`config.mk`:
```
export PLATFORM = sky130hd
export DESIGN_NAME = srt4_io_sequencer
export DESIGN_NICKNAME = d
export VERILOG_FILES = /design/src/rtl/srt4_pkg.sv /design/src/rtl/srt4_watchdog.sv /design/src/rtl/srt4_io_sequencer.sv
export SDC_FILE = /design/constraint.sdc
export NUM_CORES = 1
export LEC_CHECK = 0
export ABC_AREA = 1
export CAP_MARGIN = 10
export CORE_AREA = 3 3 60 118
export CTS_BUF_LIST = sky130_fd_sc_hd__clkbuf_4
export DETAILED_ROUTE_END_ITERATION = 8
export DIE_AREA = 0 0 63 121
export PLACE_DENSITY = 0.73
export SLEW_MARGIN = 15
export SYNTH_ARGS = -nofsm -noshare
export SYNTH_HDL_FRONTEND = slang
export SYNTH_SLANG_ARGS = --single-unit
```
`constraint.sdc`:
```
create_clock -name clk -period 3.7 [get_ports clk]
set_input_delay 0.74 -clock clk [delete_from_list [all_inputs] [get_ports clk]]
set_output_delay 0.74 -clock clk [all_outputs]
set_load 0.05 [all_outputs]
```
`src/rtl/srt4_pkg.sv`:
```
// Shared types and constants for the SRT radix-4 divider I/O sequencer.
package srt4_pkg;

   localparam int                BYTE_W             = 8;
   localparam logic [BYTE_W-1:0] DIV_SENTINEL       = 8'hFF;
   localparam int                DEF_TIMEOUT_CYCLES = 64;

   typedef enum logic [2:0] {
      ST_IDLE,
      ST_LOAD_HI,
      ST_LOAD_LO,
      ST_LOAD_B,
      ST_WAIT,
      ST_READ_Q,
      ST_DONE
   } state_e;

endpackage

```
`src/rtl/srt4_watchdog.sv`:
```
// Cycle counter that measures how long the divider core has been silent.
module srt4_watchdog
   import srt4_pkg::*;
#(
   parameter int TIMEOUT_CYCLES = DEF_TIMEOUT_CYCLES,
   parameter int CNT_W          = 7
) (
   input  logic clk,
   input  logic rst_b,
   input  logic clr_i,
   input  logic en_i,
   output logic expired_o
);

   logic [CNT_W-1:0] cnt_q, cnt_d;

   // NOTE: next-state logic assigns its default first so no latch is inferred.
   always_comb begin
      cnt_d = cnt_q;
      if (clr_i) begin
         cnt_d = '0;
      end else if (en_i) begin
         cnt_d = cnt_q + CNT_W'(1);
      end
   end

   // NOTE: registers update with non-blocking assignments only.
   always_ff @(posedge clk or negedge rst_b) begin
      if (!rst_b) begin
         cnt_q <= '0;
      end else begin
         cnt_q <= cnt_d;
      end
   end

   assign expired_o = (cnt_q == CNT_W'(TIMEOUT_CYCLES - 1));

endmodule

```
`src/rtl/srt4_io_sequencer.sv`:
```
// Valid/ready front end for the SRT radix-4 divider core: streams operands in,
// collects remainder/quotient, and short-circuits divide-by-zero and overflow.
module srt4_io_sequencer
   import srt4_pkg::*;
#(
   parameter int TIMEOUT_CYCLES = DEF_TIMEOUT_CYCLES,
   parameter int CNT_W          = 7
) (
   input  logic              clk,
   input  logic              rst_b,
   input  logic              in_valid,
   output logic              in_ready,
   input  logic [15:0]       dividend,
   input  logic [BYTE_W-1:0] divisor,
   output logic              out_valid,
   input  logic              out_ready,
   output logic [BYTE_W-1:0] quotient,
   output logic [BYTE_W-1:0] remainder,
   output logic              div_by_zero,
   output logic              overflow,
   output logic              timeout,
   output logic              div_begin,
   output logic [BYTE_W-1:0] div_inbus,
   input  logic [BYTE_W-1:0] div_outbus,
   input  logic              div_end
);

   state_e            state_q, state_d;
   logic [15:0]       dividend_q, dividend_d;
   logic [BYTE_W-1:0] divisor_q, divisor_d;
   logic [BYTE_W-1:0] quotient_q, quotient_d;
   logic [BYTE_W-1:0] remainder_q, remainder_d;
   logic              dbz_q, dbz_d;
   logic              ovf_q, ovf_d;
   logic              tmo_q, tmo_d;
   logic              in_ready_q, in_ready_d;
   logic              wd_clr, wd_en, wd_expired;

   srt4_watchdog #(
      .TIMEOUT_CYCLES(TIMEOUT_CYCLES),
      .CNT_W         (CNT_W)
   ) u_watchdog (
      .clk      (clk),
      .rst_b    (rst_b),
      .clr_i    (wd_clr),
      .en_i     (wd_en),
      .expired_o(wd_expired)
   );

   always_comb begin
      state_d     = state_q;
      dividend_d  = dividend_q;
      divisor_d   = divisor_q;
      quotient_d  = quotient_q;
      remainder_d = remainder_q;
      dbz_d       = dbz_q;
      ovf_d       = ovf_q;
      tmo_d       = tmo_q;
      wd_clr      = 1'b0;
      wd_en       = 1'b0;

      unique case (state_q)
         ST_IDLE: begin
            if (in_valid && in_ready_q) begin
               dividend_d = dividend;
               divisor_d  = divisor;
               dbz_d      = 1'b0;
               ovf_d      = 1'b0;
               tmo_d      = 1'b0;
               // Quotient fits in a byte only when the high dividend byte is below the divisor.
               if (divisor == '0) begin
                  dbz_d       = 1'b1;
                  quotient_d  = DIV_SENTINEL;
                  remainder_d = dividend[7:0];
                  state_d     = ST_DONE;
               end else if (dividend[15:8] >= divisor) begin
                  ovf_d       = 1'b1;
                  quotient_d  = DIV_SENTINEL;
                  remainder_d = '0;
                  state_d     = ST_DONE;
               end else begin
                  state_d = ST_LOAD_HI;
               end
            end
         end
         ST_LOAD_HI: state_d = ST_LOAD_LO;
         ST_LOAD_LO: state_d = ST_LOAD_B;
         ST_LOAD_B: begin
            wd_clr  = 1'b1;
            state_d = ST_WAIT;
         end
         ST_WAIT: begin
            wd_en = 1'b1;
            if (div_end) begin
               remainder_d = div_outbus;
               state_d     = ST_READ_Q;
            end else if (wd_expired) begin
               tmo_d       = 1'b1;
               quotient_d  = '0;
               remainder_d = '0;
               state_d     = ST_DONE;
            end
         end
         ST_READ_Q: begin
            quotient_d = div_outbus;
            state_d    = ST_DONE;
         end
         ST_DONE: begin
            if (out_ready) state_d = ST_IDLE;
         end
         default: state_d = ST_IDLE;
      endcase

      in_ready_d = (state_d == ST_IDLE);
   end

   always_ff @(posedge clk or negedge rst_b) begin
      if (!rst_b) begin
         state_q     <= ST_IDLE;
         dividend_q  <= '0;
         divisor_q   <= '0;
         quotient_q  <= '0;
         remainder_q <= '0;
         dbz_q       <= 1'b0;
         ovf_q       <= 1'b0;
         tmo_q       <= 1'b0;
         in_ready_q  <= 1'b0;
      end else begin
         state_q     <= state_d;
         dividend_q  <= dividend_d;
         divisor_q   <= divisor_d;
         quotient_q  <= quotient_d;
         remainder_q <= remainder_d;
         dbz_q       <= dbz_d;
         ovf_q       <= ovf_d;
         tmo_q       <= tmo_d;
         in_ready_q  <= in_ready_d;
      end
   end

   always_comb begin
      div_inbus = '0;
      case (state_q)
         ST_LOAD_HI: div_inbus = dividend_q[15:8];
         ST_LOAD_LO: div_inbus = dividend_q[7:0];
         ST_LOAD_B:  div_inbus = divisor_q;
         default:    div_inbus = '0;
      endcase
   end

   assign div_begin   = (state_q == ST_LOAD_HI);
   assign out_valid   = (state_q == ST_DONE);
   assign in_ready    = in_ready_q;
   assign quotient    = quotient_q;
   assign remainder   = remainder_q;
   assign div_by_zero = dbz_q;
   assign overflow    = ovf_q;
   assign timeout     = tmo_q;

endmodule
```
; ---- After elaboration in Yosys (flattened, before gate mapping)
; Cells that the tools add are included.
[op_classes]
n_div = 0
bitwise_logic = 0
multipliers = 0
reduce_logical = 11
eq_ne = 12
muxes = 30
magnitude_cmp = 1
addsub = 1
shifts = 0
[op_table]
columns = operator, count
row1 = $mux 8, 9
row2 = $pmux 8 s3, 2
row3 = $pmux 3 s7, 1
row4 = $mux 3, 6
row5 = $pmux 8 s2, 1
row6 = $mux 7, 2
row7 = $eq 3x3->1 const B, 3
row8 = $ge 8x8->1, 1
row9 = $logic_not 8->1, 1
row10 = $mux 1, 8
row11 = $reduce_and 4->1, 2
row12 = $add 7x1->7 const B, 1
row13 = $eq 7x6->1 const B, 1
row14 = $eq 3x2->1 const B, 2
row15 = $logic_not 3->1, 2
row16 = $reduce_and 5->1, 1
row17 = $ne 2x2->1 const B, 2
row18 = $reduce_bool 2->1, 2
row19 = $eq 3x1->1 const B, 1
row20 = $ne 3x2->1 const B, 1
row21 = $ne 3x3->1 const B, 1
row22 = $reduce_bool 3->1, 1
row23 = $ne 2x1->1 const B, 1
row24 = $pmux 1 s2, 1
row25 = 2 further kinds, 2
[totals]
output_inout_bits = 30
latchBits = 0
memories = 0
mem_bits_rw = 0
in_bits = 37
mem_bits_ro = 0
wordCells = 65
register_bits = 54

; ---- Logic depth before layout (Yosys ltp)
; Gate-level depths: netlist of run 1.
[depth]
word_depth = 6
ltp_mapped = 14

; ---- By module
; Synthesis of run 1 repeated with hierarchy kept, for this count alone.
[unflattened]
hier_cells = 370
area_unflattened_um2 = 2967.8
[by_module_without_submodules]
columns = module, area_each_um2, cells_per_inst, n_inst
row1 = srt4_io_sequencer, 2593.7, 323, 1
row2 = srt4_watchdog, 374.1, 47, 1

; ---- Worst setup path after synthesis of run 1
; OpenSTA, ideal clock, no wires.
[synth_timing]
path_type = register to output
startpoint = register state_q[1]
endpoint = output div_inbus[1]
path_stages_with_launch = 6
arrival_time_ns = 2.126
slack_ns = 0.834
t_required_ns = 2.960
cell_sequence = dfrtp_1 inv_2 nand2_1 nor2_1 a22oi_1 nand2_1
[synth_between]
elab_chain_len = 2
[synth_rtl]
columns = item, line
row1 = from (decl), srt4_io_sequencer.sv:28  ; state_e state_q, state_d;
row2 = from (signal assigned), srt4_io_sequencer.sv:129  ; state_q <= state_d;
row3 = $eq 3x1->1, n/a
row4 = via div_begin, srt4_io_sequencer.sv:22  ; output logic div_begin,
row5 = $pmux 8 s3, srt4_io_sequencer.sv:143  ; case (state_q)
row6 = to (decl), srt4_io_sequencer.sv:23  ; output logic [BYTE_W-1:0] div_inbus,
; The timed path passes the listed nets, and every way through them passes these cells.

; ---- Final worst setup path of run 1
[layout_timing]
startpoint = register state_q[2]
endpoint = output div_inbus[5]
[layout_between]
elab_chain_len = 2
[layout_rtl]
columns = item, line
row1 = $eq 3x2->1 or $eq 3x1->1 (tied branches), srt4_io_sequencer.sv:143
row2 = $pmux 8 s3 *, srt4_io_sequencer.sv:143
; Mark *: on every way between the ends. The rest lies on a longest branch, timed or not.

==> metrics, run 1 <==
status complete, no violations; post-synthesis async set-or-reset flop share 1.00; R2R setup slack 1.83 ns; initial antenna violation count 0; Most Frequent Cell on Critical Path nand2_1; Setup WS post-layout around 0.47 ns; Tightest Pin Transition about 0.88 ns; fraction of the cycle the final worst path needs 0.874; core area 6310 sq um; # H-tree levels 2; Lkg Pwr 1.91 nW; relative slew slack 0.412; Buffers on Ports 66; Max-Cap Viols 0; Reg2Reg Depth 10; Hold Path Class in -> async; Final nets around 500; Clk Latency, worst-skew pair 0.38 ns; Detailed Routing Iterations Pass 1 4; CP Data Required Time slightly below 3 ns; CTS Buf Count 5; Die Ht 121 um; Initial Util 0.464; Die W 63 um; RSZ-0062 raised after global routing no; fin area 3740 sq um; Mapped Area ~2900 sq um; DRT iter0 DRCs ~90; f_max 309 MHz; Slew Viols, Final 0; WS Path Type reg -> out; Yosys cell types 28; hpwl dp roughly 5800 um; GRT Util Overall 0.202; Post CTS Setup Buffer Count 0; commonest cells after routing, fill and taps aside nand2_1 (147), clkdlybuf4s50_1 (65), dfrtp_1 (54); Crit Path Max Fanout 8; Die ar. between 7000 and 8000 sq um; CP top delay family buffers and inverters; Synthesis Warnings 0; vias per cell 5.03; ys flop type dfrtp_1; Placer Congestion 0.815; vias in the first global route approximately 2,700; WL/cell 13.7 um; number of flops mapped to enable cells by yosys 0; Fin Setup TNS 0 ns; first-pass GRT wire length roughly 12,000 um; startpoint types register; Peak VDD IR 462 uV; CP Capture Type output port; CTS sink count 54; register area share after synthesis 0.461; Critical Path AT about 2.5 ns; DP Area 3680 sq um; FF-to-FF Start u_watchdog.cnt_q[0]; clk buf depth 2; Buf/Inv on CP 3; Routed Antenna Nets 0; via count ~2,700; largest net degree at the start of global routing 42; slowest library cell on the worst path clkdlybuf4s50_1; skew final between 0.01 and 0.015 ns; Synth Instances 374; crit-path cells inv_4, nand3_1, inv_1, nand2_1, nand2_1, clkdlybuf4s50_1; Post-CTS Resized 0; layout cell share with drive strength beyond 1 0.0856; Power Density 799 nW/um^2; clock root cell clkbuf_4; antenna cells 0; Rows 41; post-synthesis register bit count 54; Ports 67; Layout area overhead 27.6%; Clock Pin Slew Worst Setup and Hold Paths about 0.15 ns; syn_area_per_cell 7.83 sq um; dpl cells around 520; Period minus WS final around 3.2 ns; crit-path max cell delay ~0.8 ns; CTS tree built; non-filler cells, final 530; Setup violations, final 0; synthesized net count 420; r2r endpoint remainder[6]; number of remaining DRC errors 0; most common cell after layout, fill and taps aside nand2_1; Post-Route WL just over 7000 um; final hold vios 0; # hold bufs at CTS 0; GRT overflow 0; pre-CTS worst setup slack between 0.8 and 0.9 ns
-- cell usage after synthesis, types with 2 or more instances --
| cell type | number | share of area |
|---|---|---|
| buf_2 | 6 | 0.010 |
| nand2_1 | 147 | 0.19 |
| nand2_4 | 2 | 0.0077 |
| nor2_1 | 16 | 0.021 |
| inv_1 | 34 | 0.044 |
| nand2_2 | 2 | 0.0043 |
| inv_4 | 2 | 0.0043 |
| nand3_4 | 2 | 0.012 |
| nand3_1 | 32 | 0.055 |
| nor2_8 | 2 | 0.014 |
| a21oi_1 | 4 | 0.0068 |
| nand4_1 | 3 | 0.0064 |
| nor2_4 | 4 | 0.015 |
| o21ai_0 | 31 | 0.053 |
| ha_1 | 9 | 0.038 |
| dfrtp_1 | 54 | 0.46 |
| inv_2 | 5 | 0.0064 |
| nor2_2 | 3 | 0.0064 |
| a22oi_1 | 7 | 0.018 |
-- layer usage --
layer / share of wire / wire, um / up-vias / track usage
li1: - / - / 1336 / -
met1: 0.36 / 2610 / 1243 / 0.207
met2: 0.57 / 4150 / 70 / 0.383
met3: 0.033 / 237 / 18 / 0.0315
met4: 0.036 / 262 / 0 / 0.105
met5: 0 / 0 / - / 0
-- stage by stage --
| stage | power (mW) | hold slack (ns) | util |
|---|---|---|---|
| 2_1_floorplan | 2.22 | 0.444 | - |
| 3_3_place_gp | 2.72 | 0.457 | 0.584 |
| 3_5_place_dp | 2.75 | 0.458 | 0.584 |
| 4_1_cts | 3.01 | 0.472 | 0.592 |
| 5_1_grt | 3.20 | 0.508 | 0.592 |
| 6_report | 2.99 | 0.456 | 0.592 |
-- layout make-up --
type                       instances  area, sq um
multi-input combinational        273         1390
sequential                        54         1350
clock inverter                     1         7.51
tap                               86          108
inverter                          41          159
clock buffer                       6         45.0
timing repair buffer              69          678
fill                             601         2570
-- worst max-delay path by stage --
stage | startpoint | endpoint | slack (ns) | cells past startpoint
after floorplan | state_q[1] | div_inbus[1] | 0.83 | 5
after global placement | state_q[2] | div_inbus[5] | 0.89 | 6
after detailed placement | divisor[7] | remainder[0] | 0.82 | 10
after CTS | state_q[2] | div_inbus[5] | 0.43 | 6
after global routing | state_q[1] | div_inbus[6] | 0.31 | 5
final | state_q[2] | div_inbus[5] | 0.47 | 6
-- flip-flops by register name, indices dropped and copies added, names as in the netlist --
register and flops:
dividend_q 16, divisor_q 8, quotient 8, remainder 8, u_watchdog.cnt_q 7, state_q 3
div_by_zero 1, in_ready 1, overflow 1, timeout 1
-- report_power, final --
part | internal (mW) | total [mW] | switching [mW] | leakage, nW
clock network | 0.0786 | 0.257 | 0.178 | 0.0278
registers | 0.827 | 0.980 | 0.153 | 0.689
logic | 0.573 | 1.75 | 1.18 | 1.19
-- cell families after synthesis --
group                      after synthesis  synth area share
adders and majority gates                9            0.0384
xor gates and xnor gates                 1           0.00299
buffers and inverters                   47            0.0645
DFF                                     54             0.461
AOI/OAI and AO/OA                       46            0.0893
and+or+nand+nor                        217             0.343
(Power assumes the default switching activity.)
==> run 2: changes to the inputs <==
--- a/config.mk
+++ b/config.mk
@@ -9,7 +9,8 @@
 export CAP_MARGIN = 10
-export CORE_AREA = 3 3 60 118
+export CORE_AREA = 3 3 61 119
 export CTS_BUF_LIST = sky130_fd_sc_hd__clkbuf_4
 export DETAILED_ROUTE_END_ITERATION = 8
-export DIE_AREA = 0 0 63 121
-export PLACE_DENSITY = 0.73
+export DIE_AREA = 0 0 64 122
+export PLACE_DENSITY = 0.72
+export SKIP_CTS_REPAIR_TIMING = 1
 export SLEW_MARGIN = 15
@@ -17,2 +18,3 @@
 export SYNTH_HDL_FRONTEND = slang
+export SYNTH_HIERARCHICAL = 1
 export SYNTH_SLANG_ARGS = --single-unit
==> constraint.sdc (replaced) <==
create_clock -name clk -period 3.7 [get_ports clk]
set_input_delay 0.37 -clock clk [delete_from_list [all_inputs] [get_ports clk]]
set_output_delay 0.37 -clock clk [all_outputs]
set_load 0.05 [all_outputs]
==> run 2 against run 1 <==
Critical path depth shrank 2. Maximum frequency grew 5.3%. Worst setup slack gained 0.16 ns. Global-route usage grew 1.4 points. First-iteration DRC count grew 80%. Power shrank 4.2%. Die area grew 2.4%. Synthesized cell count shrank 1.1%. Core utilization shrank 0.87 points.
==> metrics, run 2 <==
status complete, no violations; Lkg Pwr 1.92 nW (+0.53%); hpwl dp 6060 um (+3.7%); most frequent cell after synthesis nand2_1; synthesized net count 416 (-0.95%); Final nets 482 (-1.6%); Rows 41 (unchanged); Routed Antenna Nets 0 (unchanged); Slew Viols, Final 0 (unchanged); slowest library cell on the worst path clkdlybuf4s50_1; largest net degree at the start of global routing 46 (+9.5%); # fillers 603 (+0.33%); CTS Buf Count 5 (unchanged); initial antenna violation count 1 (+1); DP Area 3690 sq um (about the same); fin area 3740 sq um (+0.13%); core area 6410 sq um (+1.6%); DRT iter0 DRCs 166 (+80%); Clk Latency, worst-skew pair 0.39 ns (about the same); critical path startpoint state_q[2]; first-pass GRT wire length 12,900 um (+6.9%); clock root cell clkbuf_4; number of flops mapped to enable cells by yosys 0 (unchanged); Setup violations, final 0 (unchanged); WL/cell 15.0 um (+9.2%); largest cells by area after synthesis dfrtp_1 (46%), nand2_1 (17%), inv_1 (4.7%); via count 2,664 (-0.11%); Max-Cap Viols 0 (unchanged); Clock Pin Slew Worst Setup and Hold Paths 0.16 ns (about the same); Post-Route WL 7840 um (+8.0%); Die ar. 7810 sq um (+2.4%); Ports 67 (unchanged); clk buf depth 2 (unchanged); Reg2Reg Depth 8 (-2); most common cell after layout, fill and taps aside nand2_1; critical path endpoint div_inbus[3]; layout cell share with drive strength beyond 1 0.0915 (+0.00595); GRT Util Overall 0.216 (+0.0140); Yosys cell types 34 (+21%); Yosys top cell area share 0.455 (-0.00603); GRT overflow 0 (unchanged); CP top delay family buffers and inverters; Levels on crit path 4 (-2); hold_ws 0.00325 ns (-0.452 ns); fraction of the cycle the final worst path needs 0.830 (-0.0442); Power Density 764 nW/um^2 (-4.4%); Layout area overhead 26.1%; area leader, netlist dfrtp_1; Mapped Area 2970 sq um (+1.3%); Synth Instances 370 (-1.1%); Detailed Routing Iterations Pass 1 4 (unchanged); max FFs per register 16 (unchanged); startpoint types register; relative slew slack 0.477 (+0.0647); Hold Path Class in -> async; most frequent cells after synthesis nand2_1 (138), dfrtp_1 (54), inv_1 (37); RSZ-0062 raised after global routing no; number of remaining DRC errors 0 (unchanged); Critical Path AT 2.70 ns (+0.21 ns); ys flop type dfrtp_1; Initial Util 0.463 (-0.00138); register area share after synthesis 0.455 (-0.00603); Tightest Pin Transition 0.780 ns (-0.101 ns); Buffers on Ports 66 (unchanged); Most flops, register dividend_q; FF-to-FF Start u_watchdog/cnt_q[1]; R2R setup slack 1.66 ns (-0.17 ns); post-synthesis async set-or-reset flop share 1.00 (unchanged); post-synthesis register bit count 54 (unchanged); syn_area_per_cell 8.02 sq um (+2.4%); CTS tree built; CP Capture Type output port; # H-tree levels 2 (unchanged); crit-path cells nor3_2, a22oi_1, nand2_1, clkdlybuf4s50_1; r2r endpoint quotient[1]; vias in the first global route 2,739 (+3.4%); Power, Total 2.86 mW (-4.2%); CTS sink count 54 (unchanged); Die Ht 122 um (+0.83%); final hold vios 0 (unchanged); f_max 326 MHz (+5.3%); Period minus WS final 3.07 ns (-0.163 ns); skew final 0.0160 ns (+0.00590 ns); Fin Setup TNS 0 ns (unchanged); Peak VDD IR 612 uV (+32%); Die W 64 um (+1.6%); Crit Path Max Fanout 10 (+2); vias per cell 5.08 (+1.0%); WS Path Type reg -> out; Placer Congestion 0.905 (+11%); Buf/Inv on CP 1 (-2); Synthesis Warnings 6 (+6); CP Data Required Time 3.33 ns (+0.37 ns); commonest cells after routing, fill and taps aside nand2_1 (138), clkdlybuf4s50_1 (65), dfrtp_1 (54); crit-path max cell delay 0.80 ns (about the same)
-- run 2: cell types whose count changed after synthesis, sizes merged, moves of 2 or more --
cell,delta
o21ai,-4
nor2,-5
inv,+3
nand2,-7
nand3,-9
o32ai,+8
nor3,+3
clkbuf,+2
-- run 2: worst min-delay path by stage --
stage | from | to | slack, ns
3_5_place_dp | rst_b | div_by_zero | 0.46
2_1_floorplan | rst_b | div_by_zero | 0.07
5_1_grt | rst_b | quotient[6] | 0.04
6_report | rst_b | quotient[6] | 0.003
4_1_cts | rst_b | dividend_q[8] | 0.01
3_3_place_gp | rst_b | div_by_zero | 0.45
-- run 2: metrics by stage --
stage	setup slack, ns	std cells	util
after floorplan	1.47	370	-
after global placement	1.19	515	0.575
after detailed placement	1.09	515	0.575
after CTS	0.634	523	0.583
after global routing	0.496	524	0.584
final	0.629	524	0.584
-- run 2: area by class of cell --
cell class | instances | area, sq um | share of cell area
inverter | 45 | 186 | 0.0498
clock buffer | 5 | 37.5 | 0.0100
timing repair buffer | 68 | 671 | 0.179
multi-input combinational | 262 | 1370 | 0.366
clock inverter | 3 | 16.3 | 0.00435
antenna | 1 | 2.50 | 0.000669
sequential | 54 | 1350 | 0.361
tap | 86 | 108 | 0.0288
-- run 2: cell families after synthesis --
family | synth area share
and+or+nand+nor | 0.315
buffers and inverters | 0.0831
DFF | 0.455
AOI/OAI and AO/OA | 0.109
adders and majority gates | 0.0379
-- run 2: metal layers --
| layer | part of all wire | GRT usage | wire, um | vias up |
|---|---|---|---|---|
| li1 | - | - | - | 1326 |
| met1 | 0.36 | 0.225 | 2850 | 1236 |
| met2 | 0.57 | 0.401 | 4430 | 83 |
| met3 | 0.036 | 0.0369 | 279 | 19 |
| met4 | 0.035 | 0.115 | 277 | 0 |
| met5 | 0 | 0 | 0 | - |
-- run 2: power breakdown --
| group | internal [mW] | switching (mW) |
|---|---|---|
| Combinational | 0.529 | 1.10 |
| Clock | 0.0711 | 0.188 |
| Sequential | 0.817 | 0.156 |
==> run 3: changes to the inputs <==
- clock period: 3.7 -> 2.9 ns (I/O delays scaled with it)
==> run 3 against run 2 <==
Register-to-register slack worse by 0.89 ns. Core utilization up 1.3 points. Final cell count up 0.57%. Combinational power up 29%. Routed wire length down 2.3%. Die area unchanged. Clock power up 92%. Largest power group unchanged.
==> metrics, run 3 (synthesis results as in run 2) <==
status complete, no violations; clk buf depth 2 (unchanged); Die Ht 122 um (unchanged); f_max between 300 and 400 MHz; Setup violations, final 0 (unchanged); Rows 41 (unchanged); Critical Path AT 2.46 ns (-0.24 ns); Hold Path Class in -> async; WS Path Type reg -> out; via count 2,626 (-1.4%); antenna cells 0 (-1); vias in the first global route 2,811 (+2.6%); Slew Viols, Final 0 (unchanged); GRT Util Overall 0.213 (-0.00252); Clock Pin Slew Worst Setup and Hold Paths 0.15 ns (about the same); fraction of the cycle the final worst path needs 0.949; Buffers on Ports 66 (unchanged); dpl cells 518 (+0.58%); GRT overflow 0 (unchanged); Detailed Routing Iterations Pass 1 4 (unchanged); Die ar. 7810 sq um (unchanged); Register Area 1350 sq um (unchanged); Tightest Pin Transition 0.851 ns (+0.0713 ns); first-pass GRT wire length 13,000 um (+0.27%); Crit Path Max Fanout 7 (-3); relative slew slack 0.427 (-0.0499); largest net degree at the start of global routing 46 (unchanged); Reg2Reg Depth 8 (unchanged); Post-Route WL 7660 um (-2.3%); clock root cell clkbuf_4; most common cell after layout, fill and taps aside nand2_1; Period minus WS final 2.75 ns; CTS tree built; footprint of the multi-input gates 1380 sq um (+0.37%); CP Data Required Time 2.61 ns (-0.72 ns); RSZ-0062 raised after global routing no; initial antenna violation count 0 (-1); Peak VDD IR 686 uV (+12%); vias per cell 4.98 (-2.0%); Routed Antenna Nets 0 (unchanged); Lkg Pwr 1.98 nW (+3.1%); CTS Buf Count 5 (unchanged); core area 6410 sq um (unchanged); number of remaining DRC errors 0 (unchanged); Clk Latency, worst-skew pair 0.38 ns (about the same); commonest cells after routing, fill and taps aside nand2_1 (138), clkdlybuf4s50_1 (64), dfrtp_1 (54); Max-Cap Viols 0 (unchanged); max FFs per register 16 (unchanged); Final nets 486 (+0.83%); final hold vios 0 (unchanged); Ports 67 (unchanged); skew final 0.00391 ns (-0.0120 ns); Die W 64 um (unchanged); Most flops, register dividend_q; DRT iter0 DRCs 110 (-34%); startpoint types register; layout cell share with drive strength beyond 1 0.0975 (+0.00597); # H-tree levels 2 (unchanged); r2r endpoint quotient[6]; hpwl dp 5990 um (-1.2%); # fillers 583 (-3.3%); CTS sink count 54 (unchanged); R2R setup slack 0.77 ns (-0.89 ns); Placer Congestion 0.830 (-8.2%); WL/cell 14.5 um (-2.8%); FF-to-FF Start u_watchdog/cnt_q[1]; Fin Setup TNS 0 ns (unchanged); Power Density 1000 nW/um^2 (+31%); CP Capture Type output port; Layout area overhead 29.0%; non-filler cells, final 527 (+0.57%); Initial Util 0.463 (unchanged)
[run 3: metrics by stage]
| step | instance area, sq um | util | setup slack, ns | power [mW] | hold slack, ns |
|---|---|---|---|---|---|
| 6_report | 3830 | 0.597 | 0.149 | 3.83 | 0.404 |
| 5_1_grt | 3830 | 0.597 | 0.0128 | 4.10 | 0.444 |
| 4_1_cts | 3810 | 0.594 | 0.0156 | 3.85 | -0.134 |
| 3_5_place_dp | 3710 | 0.578 | 0.467 | 3.34 | 0.306 |
| 3_3_place_gp | 3710 | 0.578 | 0.490 | 3.31 | 0.307 |
| 2_1_floorplan | 2970 | - | 0.669 | 2.70 | -0.00559 |
[run 3: critical path, stage by stage, from the launching register on]
cell and delay, ns:
dfrtp_1 0.53, nor3_2 0.38, buf_4 0.22, a22oi_1 0.10, nand2_1 0.06, clkdlybuf4s50_1 0.79
[run 3: layout make-up]
type	count	share of cell area
multi-input combinational	262	0.359
sequential	54	0.353
timing repair buffer	72	0.184
inverter	45	0.0487
tap	86	0.0281
clock inverter	3	0.0167
clock buffer	5	0.00981
[run 3: worst max path at each step]
stage,from,to,slack [ns],cells after the start
finish,state_q[2],div_inbus[7],0.15,5
global route,state_q[2],div_inbus[6],0.01,5
CTS,state_q[1],div_inbus[5],0.02,6
detailed placement,state_q[1],div_inbus[5],0.47,6
global placement,state_q[1],div_inbus[5],0.49,6
floorplan,state_q[2],in_ready,0.67,8
[run 3: per-layer routing]
metal  global-route usage  up-vias  share of wire
met2                0.412       64           0.56
met5                    0        -              0
met4               0.0839        0          0.024
met1                0.224     1216           0.38
li1                     -     1333              -
met3               0.0323       13          0.036
[run 3: power by group]
part           switching [mW]  internal [mW]
registers               0.187           1.04
logic                    1.41          0.689
clock network           0.233          0.266
